<file path="config.mk">
export PLATFORM = sky130hd
export DESIGN_NAME = tcp_tx_arbiter
export DESIGN_NICKNAME = d
export VERILOG_FILES = /design/src/rtl/tcp_tx_arbiter.sv
export SDC_FILE = /design/constraint.sdc
export NUM_CORES = 1
export LEC_CHECK = 0
export ABC_CLOCK_PERIOD_IN_PS = 2900
export CAP_MARGIN = 20
export CORE_ASPECT_RATIO = 1.1
export CORE_MARGIN = 5
export CORE_UTILIZATION = 46
export DETAILED_ROUTE_END_ITERATION = 8
export GPL_TIMING_DRIVEN = 0
export PLACE_DENSITY_LB_ADDON = 0.08
export REMOVE_ABC_BUFFERS = 1
export SYNTH_ARGS = -nofsm -noshare
export SYNTH_HDL_FRONTEND = slang
export SYNTH_SLANG_ARGS = --single-unit
</file>
<file path="constraint.sdc">
create_clock -name CLK -period 2.9 [get_ports CLK]
set_clock_uncertainty 0.1 [all_clocks]
set_input_delay 0.435 -clock CLK [delete_from_list [all_inputs] [get_ports CLK]]
set_output_delay 0.435 -clock CLK [all_outputs]
set_load 0.02 [all_outputs]
</file>
<file path="src/rtl/tcp_tx_arbiter.sv">
// Round-robin arbiter merging NUM_SRC byte-stream sources into the SiTCP TX byte port.
// Each granted frame goes out as one tag/index header byte followed by the source bytes.
//
// state | meaning
// IDLE  | no owner; picks next valid source at or after rr_ptr
// HDR   | owner granted; header byte waits for TX space
// DATA  | source bytes forwarded with one cycle of latency
// DRAIN | link lost mid-frame; bytes accepted and discarded until LAST
module tcp_tx_arbiter #(
  parameter int         NUM_SRC = 4,
  parameter logic [3:0] HDR_TAG = 4'hA
) (
  input  logic                   CLK,
  input  logic                   RST,
  input  logic                   TCP_OPEN,
  input  logic                   TCP_RST,
  input  logic                   TCP_TX_FULL,
  output logic                   TCP_TX_WR,
  output logic [7:0]             TCP_TX_DATA,
  input  logic [NUM_SRC-1:0]     SRC_VALID,
  input  logic [8*NUM_SRC-1:0]   SRC_DATA,
  input  logic [NUM_SRC-1:0]     SRC_LAST,
  output logic [NUM_SRC-1:0]     SRC_READY,
  output logic [NUM_SRC-1:0]     GRANT,
  output logic                   BUSY,
  output logic [15:0]            DROP_CNT
);

  typedef enum logic [1:0] {IDLE, HDR, DATA, DRAIN} state_t;

  state_t             state, state_nxt;
  logic [3:0]         gidx, gidx_nxt;
  logic [3:0]         rr_ptr, rr_nxt;
  logic [NUM_SRC-1:0] grant_nxt;
  logic               wr_nxt;
  logic [7:0]         data_nxt;
  logic [15:0]        drop_nxt;

  logic               link_ok;
  logic               hi_found, lo_found;
  logic [3:0]         hi_sel, lo_sel, pick;
  logic               sel_valid, sel_last;
  logic [7:0]         sel_data;
  logic [3:0]         rr_adv;

  assign link_ok = TCP_OPEN & ~TCP_RST;
  assign BUSY    = (state != IDLE);
  assign rr_adv  = (gidx == 4'(NUM_SRC - 1)) ? 4'd0 : gidx + 4'd1;

  // Lowest valid index at/above rr_ptr wins; otherwise wrap to the lowest valid index overall.
  always_comb begin
    hi_found = 1'b0;
    lo_found = 1'b0;
    hi_sel   = 4'd0;
    lo_sel   = 4'd0;
    for (int i = NUM_SRC - 1; i >= 0; i--) begin
      if (SRC_VALID[i]) begin
        lo_found = 1'b1;
        lo_sel   = 4'(i);
        if (4'(i) >= rr_ptr) begin
          hi_found = 1'b1;
          hi_sel   = 4'(i);
        end
      end
    end
    pick = hi_found ? hi_sel : lo_sel;
  end

  always_comb begin
    sel_valid = 1'b0;
    sel_last  = 1'b0;
    sel_data  = 8'h00;
    for (int i = 0; i < NUM_SRC; i++) begin
      if (GRANT[i]) begin
        sel_valid = SRC_VALID[i];
        sel_last  = SRC_LAST[i];
        sel_data  = SRC_DATA[8*i +: 8];
      end
    end
  end

  always_comb begin
    state_nxt = state;
    grant_nxt = GRANT;
    gidx_nxt  = gidx;
    rr_nxt    = rr_ptr;
    wr_nxt    = 1'b0;
    data_nxt  = TCP_TX_DATA;
    drop_nxt  = DROP_CNT;
    SRC_READY = '0;
    case (state)
      IDLE: begin
        if (link_ok && lo_found) begin
          state_nxt = HDR;
          gidx_nxt  = pick;
          for (int i = 0; i < NUM_SRC; i++) grant_nxt[i] = (4'(i) == pick);
        end
      end
      HDR: begin
        if (!link_ok) begin
          state_nxt = DRAIN;
        end else if (!TCP_TX_FULL) begin
          wr_nxt    = 1'b1;
          data_nxt  = {HDR_TAG, gidx};
          state_nxt = DATA;
        end
      end
      DATA: begin
        SRC_READY = GRANT & {NUM_SRC{link_ok & ~TCP_TX_FULL}};
        if (!link_ok) begin
          state_nxt = DRAIN;
        end else if (!TCP_TX_FULL && sel_valid) begin
          wr_nxt   = 1'b1;
          data_nxt = sel_data;
          if (sel_last) begin
            state_nxt = IDLE;
            rr_nxt    = rr_adv;
            grant_nxt = '0;
          end
        end
      end
      DRAIN: begin
        // Link is gone, so backpressure no longer matters; swallow the rest of the frame.
        SRC_READY = GRANT;
        if (sel_valid && sel_last) begin
          drop_nxt  = (DROP_CNT == 16'hFFFF) ? DROP_CNT : DROP_CNT + 16'd1;
          rr_nxt    = rr_adv;
          grant_nxt = '0;
          state_nxt = IDLE;
        end
      end
      default: state_nxt = IDLE;
    endcase
  end

  always_ff @(posedge CLK or posedge RST) begin
    if (RST) begin
      state       <= IDLE;
      GRANT       <= '0;
      gidx        <= 4'd0;
      rr_ptr      <= 4'd0;
      TCP_TX_WR   <= 1'b0;
      TCP_TX_DATA <= 8'h00;
      DROP_CNT    <= 16'h0000;
    end else begin
      state       <= state_nxt;
      GRANT       <= grant_nxt;
      gidx        <= gidx_nxt;
      rr_ptr      <= rr_nxt;
      TCP_TX_WR   <= wr_nxt;
      TCP_TX_DATA <= data_nxt;
      DROP_CNT    <= drop_nxt;
    end
  end

endmodule

</file>
# Word level (Yosys, flattened, before mapping)
# Cells that the tools add are included.
classes:
  order_cmp: 4
  bitwise: 6
  n_reduce_logical: 16
  eq_ne: 18
  n_mux: 68
  add_sub_neg: 2
ops:
  columns: ["operator", "count"]
  rows:
  - ["$mux W4", 20]
  - ["$mux W8", 8]
  - ["$mux W1", 24]
  - ["$mux W2", 10]
  - ["$add A16 B1 Y16 const B", 1]
  - ["$eq A16 B16 Y1 const B", 1]
  - ["$pmux W4 S2", 2]
  - ["$pmux W8 S2", 1]
  - ["$reduce_and A5 Y1", 3]
  - ["$ne A2 B2 Y1 const B", 7]
  - ["$pmux W4 S3", 1]
  - ["$ne A3 B3 Y1 const B", 3]
  - ["$eq A2 B4 Y1 const A", 2]
  - ["$ge A1 B4 Y1 const A", 2]
  - ["$ge A2 B4 Y1 const A", 2]
  - ["$pmux W2 S4", 1]
  - ["$reduce_and A6 Y1", 1]
  - ["$reduce_bool A2 Y1", 3]
  - ["$add A4 B1 Y4 const B", 1]
  - ["$and A4 B4 Y4", 1]
  - ["$eq A1 B4 Y1 const A", 1]
  - ["$eq A2 B2 Y1 const B", 2]
  - ["$eq A4 B2 Y1 const B", 1]
  - ["$logic_not A4 Y1", 1]
  - ["10 further kinds", 15]
totals:
  regBits: 39
  in_bits: 45
  out_inout_bits: 34

# Depth between registers and ports, before layout
# Gate-level depths: netlist (run 1).
depth:
  ltp_word: 13
  mapped_depth: 8

# Least setup slack after synthesis (run 1)
# OpenSTA, ideal clock, no wires.
synth_timing:
  kind: "register -> register"
  startpoint: "reg GRANT[1]"
  endpoint: "reg rr_ptr[0]"
  path_stages_with_launch: 6
  required_time_ps: 2673
  arrival_ps: 1870
  setup_slack_ps: 802
  synth_period_minus_slack_ps: 2098
  path_cell_list: "dfrtp_1 > nand3b_1 > a211o_4 > a211oi_4 > o21a_1 > mux2_1"
synth_between:
  elab_chain_len: 6
synth_lines:
  columns: ["item", "line_no", "source"]
  rows:
  - ["start, declared", "24", "output logic [NUM_SRC-1:0] GRANT,"]
  - ["start signal, assigned", "147", "GRANT <= grant_nxt;"]
  - ["$mux W1 (3 in a row)", "74", "if (GRANT[i]) begin"]
  - ["$logic_and A1 B1 Y1 (on tied branches)", "125, 112", null]
  - ["$ne A2 B2 Y1 (no source line)", null, null]
  - ["$reduce_and A5 Y1 (no source line) *", null, null]
  - ["end signal, assigned", "149", "rr_ptr <= rr_nxt;"]
  - ["end, declared", "33", "logic [3:0] rr_ptr, rr_nxt;"]
# Mark *: on every way between the ends. The rest lies on a longest branch, timed or not.
# A chain may end at the register's enable or synchronous reset.

# Worst setup path after layout (run 1)
layout_timing:
  startpoint: "in TCP_RST"
  endpoint: "out SRC_READY[1]"
layout_between:
  elab_chain_len: 5
layout_lines:
  columns: ["item", "line_no", "source"]
  rows:
  - ["start, declared", "16", "input logic TCP_RST,"]
  - ["$not A1 Y1", "46", "assign link_ok = TCP_OPEN & ~TCP_RST;"]
  - ["$and A1 B1 Y1", "46", null]
  - ["$and A1 B1 Y1", "109", "SRC_READY = GRANT & {NUM_SRC{link_ok & ~TCP_TX_FULL}};"]
  - ["$and A4 B4 Y4", "109", null]
  - ["$pmux W4 S2", "91", "case (state)"]
  - ["end, declared", "23", "output logic [NUM_SRC-1:0] SRC_READY,"]
# No other way between the ends.

==> impl_metrics.ini, run 1 <==
[run_status]
outcome = finished clean

[setup_path]
critical_path_arrival_ps = 2240
end_kind = output port
cp_cell_sequence = clkdlybuf4s50_1 > nand2b_1 > nor2_1 > a21oi_2 > nor2b_1 > clkdlybuf4s50_1
critPathKind = primary input to output port
critical_path.max_fanout = 8
critPathSlowestCell = clkdlybuf4s50_1
max_stage_delay_ps = 620
start_kind = primary input
timing.critical_path.from = TCP_RST
timing.critical_path.mode_cell = clkdlybuf4s50_1
crit_family = buffers and inverters
crit_buf_inv = 2
timing.rr.start = GRANT[1]
required_ps = 2370

[timing]
tightest_slew_ps = 620
hold_ws_ps = 392
postLayoutSetupSlackWorst_ps = 122
max_slew_margin_pct = 58.6
maxSlewViolCount = 0
rsz0062_at_grt = no
finalSetupTns_ps = 0
max_freq_mhz = 360
setup_viol = 0
fin_crit_ps = 2780
hold_viol_final = 0
min_period_over_period_pct = 95.8

[synth]
ys_seq_area_share_pct = 38.1
syn-cell-area_um2 = 2300
post_synth.cell_area_avg_um2 = 9.51
synthFlopType = dfrtp_1
ys_seq_elements = 35
ys.warnings.count = 0
synth_edf_count = 0
syn-instance-count = 242
synth_cell_types = 52
async_flop_share_pct = 100

[grt]
grt_pass1_vias = 2084
grt_max_degree = 27
track_usage_pct = 19.2
antenna_found_initial = 0
grt_pass1_wl_um = 10300
grt_overflow = 0

[final_layout]
insertedDiodeCount = 0
finalNonFillerCells = 376
fillers = 416
final_util_pct = 66.4
final_cell_area_um2 = 3280
area_delta_synth_final_pct = 42.4
fin_nets = 369
final_layout_size_suffix_gt1_share_pct = 8.49

[cts]
clkTransAtPathRegs_ps = 70
cts_num_sinks = 35
max-clock-path-buffers = 2
cts_hold_buf = 0
clk_latency_ps = 290
ctsResizeCount = 2
htreeDepth = 2
root_buffer = clkbuf_8
cts_tree = yes
cts_buffers = 5
postCtsSetupRepairBufs = 0

[power]
peakVddDrop_v = 0.000213
p_sw_share_pct = 21.1
clkPwrFrac_pct = 44.9
seq_power_share_pct = 46.4
combPwrFrac_pct = 8.6
leakage_nw = 1.31
total_power_mw = 1.05
p_per_area_nw_per_um2 = 321
p_int_uw = 831
p_sw_uw = 222

[drt]
wl_per_cell_um = 16.6
vias_per_cell = 5.70
num_vias = 2145
routed_wl_um = 6240
drc = 0
drtAntennaViolNets = 0
firstDrtPassIters = 4
drt_iter0_markers = 111

[place]
dp.cells = 368
io_buffers = 78
place_hpwl_um = 4750
place_area_um2 = 3130
place.gp.congestion = 0.863
dp_slack_ps = -65.6

[worst_hold_path]
holdCritStartpoint = TCP_TX_DATA[1]
hold_path.class = flop to flop

[floorplan]
dieArea_um2 = 6520
io_pins = 79
initial_core_util_pct = 46.7
fp.coreArea_um2 = 4930
fp.dieH_um = 84.2
row_count = 27
die_x_um = 77.4

[run]
drv_cap = 0
logic make-up after synthesis:
kind of cell,count (synthesis),share of synthesized area (%)
AOI/OAI and AO/OA,53,17.7
DFF,35,38.1
muxes,9,5.00
buffers and inverters,20,3.81
adders and majority gates,7,3.81
and+or+nand+nor,103,25.9
xor gates and xnor gates,15,5.71
layer usage:
| metal | routed length (um) | track usage [%] |
|---|---|---|
| met3 | 424 | 5.26 |
| met2 | 3030 | 30.3 |
| met1 | 2680 | 25.3 |
| met4 | 109 | 6.72 |
| met5 | 0 | 0 |
worst paths after layout:
path                             endpoint  slack [ps]  depth (start not counted)
max in group asynchronous  TCP_TX_DATA[6]        1770                          3
min in group asynchronous  TCP_TX_DATA[4]         420                          2
setup reg to reg                rr_ptr[1]         360                          5
hold / removal             TCP_TX_DATA[1]         390                          2
hold reg to reg            TCP_TX_DATA[1]         390                          2
setup / recovery             SRC_READY[1]         120                          6
worst min-delay path, stage by stage, from the launching register on:
cell     delay, ps
dfrtp_1        350
nand2_1         50
o21ai_1         60
layout make-up:
type,instances,area [um^2],share of cell area [%]
multi-input cells,187,1360,41.5
flip-flops and latches,35,878,26.8
clock inverters,2,38.8,1.18
well taps,58,72.6,2.21
clock buffers,6,82.6,2.52
repair buffers,79,811,24.7
inverters,9,33.8,1.03
layout by cell type, fill, tap and decap left out, types with 4 or more instances in the layout:
| cell | instances |
|---|---|
| a21oi_1 | 6 |
| a221oi_1 | 9 |
| and3_1 | 5 |
| clkbuf_8 | 6 |
| clkdlybuf4s50_1 | 77 |
| dfrtp_1 | 33 |
| ha_1 | 6 |
| inv_1 | 9 |
| mux2_4 | 4 |
| nand2_1 | 24 |
| nand3_1 | 6 |
| nand4_1 | 11 |
| nor2_1 | 11 |
| nor2b_1 | 19 |
| nor3_1 | 5 |
| o21ai_0 | 5 |
| o21ai_1 | 7 |
| o31ai_1 | 5 |
| xnor2_1 | 15 |
state kept, by name, summed over array words and instances, names as in the netlist:
| signal | flops |
|---|---|
| DROP_CNT | 16 |
| TCP_TX_DATA | 8 |
| GRANT | 4 |
| gidx | 2 |
| rr_ptr | 2 |
| state | 2 |
| TCP_TX_WR | 1 |
synthesized netlist by cell type (2+ instances only):
| cell | instances | area (um^2) |
|---|---|---|
| ha_1 | 7 | 87.6 |
| a32oi_1 | 2 | 17.5 |
| and3_1 | 5 | 31.3 |
| xnor2_1 | 15 | 131 |
| o21ai_1 | 7 | 35.0 |
| a221oi_1 | 9 | 78.8 |
| nor3_1 | 5 | 25.0 |
| a211oi_1 | 3 | 22.5 |
| o21ai_0 | 5 | 25.0 |
| o31ai_1 | 5 | 37.5 |
| buf_4 | 3 | 22.5 |
| a21oi_1 | 7 | 35.0 |
| nor4_1 | 3 | 18.8 |
| nor3b_1 | 3 | 22.5 |
| and2_1 | 2 | 12.5 |
| dfrtp_1 | 35 | 876 |
| nand2b_1 | 3 | 18.8 |
| nand2_1 | 24 | 90.1 |
| mux2_4 | 4 | 60.1 |
| inv_1 | 9 | 33.8 |
| nand3b_1 | 3 | 22.5 |
| mux2_1 | 3 | 33.8 |
| o311ai_0 | 2 | 17.5 |
| nor2_1 | 11 | 41.3 |
| nand4_1 | 11 | 68.8 |
| nand3_1 | 6 | 30.0 |
| clkbuf_1 | 7 | 26.3 |
| nor2b_1 | 19 | 119 |
power groups by stage:
stage          sequential, mW  clock [mW]  combinational [mW]
5_1_grt                 0.489       0.504              0.0987
2_1_floorplan           0.499           0              0.0167
3_3_place_gp            0.499           0              0.0850
4_1_cts                 0.489       0.480              0.0911
3_5_place_dp            0.499           0              0.0907
6_report                0.489       0.473              0.0908
(Power assumes the default switching activity.)
==> run 2: changes to the inputs <==
Settings changed: RECOVER_POWER set to 50.
==> impl_metrics.ini, run 2 (synthesized netlist as in run 1, its figures left out) <==
[floorplan]
io_pins = 79
fp.dieH_um = 84.2
initial_core_util_pct = 46.7
dieArea_um2 = 6520
row_count = 27
die_x_um = 77.4
fp.coreArea_um2 = 4930

[drt]
drt_iter0_markers = 115
wl_per_cell_um = 16.6
num_vias = 2140
drc = 0
firstDrtPassIters = 4
drtAntennaViolNets = 0
vias_per_cell = 5.69
routed_wl_um = 6230

[place]
place_hpwl_um = 4750
io_buffers = 78
dp.cells = 368
place.gp.congestion = 0.863
place_area_um2 = 3130

[cts]
cts_tree = yes
cts_buffers = 5
max-clock-path-buffers = 2
cts_hold_buf = 0
clk_latency_ps = 290
htreeDepth = 2
clkTransAtPathRegs_ps = 80
root_buffer = clkbuf_8
cts_num_sinks = 35

[power]
clkPwrFrac_pct = 45.1
seq_power_share_pct = 46.7
p_sw_share_pct = 21.1
p_per_area_nw_per_um2 = 322
peakVddDrop_v = 0.000211
leakage_nw = 1.34
combPwrFrac_pct = 8.2
p_int_uw = 828
total_power_mw = 1.05
p_sw_uw = 221

[final_layout]
top_register = DROP_CNT
seq_area_um2 = 878
largest_register_ffs = 16
multi_input_area_um2 = 1360
fillers = 420
layout_commonest_cell = clkdlybuf4s50_1
reg_top3 = DROP_CNT x16, TCP_TX_DATA x8, GRANT x4
final_cell_mix = 61 x clkdlybuf4s50_1, 33 x dfrtp_1, 24 x nand2_1
fin_nets = 369
insertedDiodeCount = 0
final_layout_size_suffix_gt1_share_pct = 8.18
final_cell_area_um2 = 3250
final_util_pct = 66.0
area_delta_synth_final_pct = 41.4
finalNonFillerCells = 376

[timing]
max_slew_margin_pct = 13.5
maxSlewViolCount = 0
max_freq_mhz = 360
hold_viol_final = 0
tightest_slew_ps = 1300
setup_viol = 0
min_period_over_period_pct = 95.7
rsz0062_at_grt = no
fin_crit_ps = 2770

[setup_path]
crit_end = SRC_READY[1]
crit_family = buffers and inverters
timing.critical_path.from = TCP_RST
critical_path.max_fanout = 8
critPathSlowestCell = clkdlybuf4s50_1
crit_buf_inv = 2
critPathKind = primary input to output port
reg2reg_setup_slack_ps = 360
required_ps = 2370
timing.critical_path.mode_cell = clkdlybuf4s50_1
start_kind = primary input
cp_cell_sequence = clkdlybuf4s50_1 > nand2b_1 > nor2_1 > a21oi_2 > nor2b_1 > clkdlybuf4s50_1
critical_path_arrival_ps = 2240
end_kind = output port
worstRegToRegCells = 5
max_stage_delay_ps = 620
crit_cells = 6
timing.rr.start = GRANT[1]
worst_r2r_endpoint = rr_ptr[1]

[run]
drv_cap = 0

[grt]
grt_pass1_wl_um = 10300
busiest_layer = met2
grtUsageMet1_pct = 25.3
grt_overflow = 0
grt_max_degree = 27
grt_pass1_vias = 2084
gr-usage-met2_pct = 30.3
track_usage_pct = 19.2
antenna_found_initial = 0
gr-usage-met3_pct = 5.26

[run_status]
outcome = finished clean

[worst_hold_path]
hold_path.class = flop to flop
==> run 2: cell types whose count changed in the layout (fill, tap and decap cells not counted), sizes merged <==
| cell | change |
|---|---|
| clkbuf | +1 |
| clkdlybuf4s50 | -16 |
| dlygate4sd3 | +16 |
| buf | -1 |
==> run 2: final cells by class <==
class / count / share of cell area (%)
clock buffer: 6 / 2.54
multi-input combinational: 187 / 41.8
sequential: 35 / 27.0
tap: 58 / 2.23
inverter: 9 / 1.04
timing repair buffer: 79 / 24.2
clock inverter: 2 / 1.19
==> run 2: timing repair <==
item / in CTS / in global routing
setup buffers: 0 / 0
gates resized for setup: 2 / 5
endpoints found under the setup margin: 4 / 7
==> run 2: worst min-delay path by stage <==
stage                         startpoint              to  slack, ps  depth (start not counted)
after global placement    TCP_TX_DATA[1]  TCP_TX_DATA[1]        370                          2
after CTS                 TCP_TX_DATA[3]  TCP_TX_DATA[3]        390                          2
after detailed placement  TCP_TX_DATA[3]  TCP_TX_DATA[3]        380                          2
after floorplan                 state[1]        state[1]        380                          1
after global routing      TCP_TX_DATA[3]  TCP_TX_DATA[3]        410                          2
final                     TCP_TX_DATA[3]  TCP_TX_DATA[3]        390                          2
==> run 2: power by group through the flow <==
stage | logic, mW | registers [mW] | clock network (mW)
floorplan | 0.0167 | 0.499 | 0
global placement | 0.0850 | 0.499 | 0
detailed placement | 0.0907 | 0.499 | 0
CTS | 0.0911 | 0.489 | 0.480
global route | 0.0942 | 0.489 | 0.504
finish | 0.0864 | 0.489 | 0.473
==> run 2: worst min-delay path: cells and delay by family, from the launching register on <==
family,cells,cell delay (ps)
compound gates,1,70
simple gates,1,40
flops,1,340
==> run 2: stage by stage <==
stage                     hold slack [ps]  setup WS [ps]  TNS [ps]
after floorplan                       383            450         0
after global placement                367          -63.2      -128
after detailed placement              377          -65.6      -170
after CTS                             394           11.6         0
after global routing                  406           33.3         0
final                                 388            125         0
==> run 2: metal layers <==
metal	part of all wire (%)	up-vias
met5	0	-
met2	49	65
met1	43	1026
met3	6.1	8
li1	-	1041
met4	1.7	0
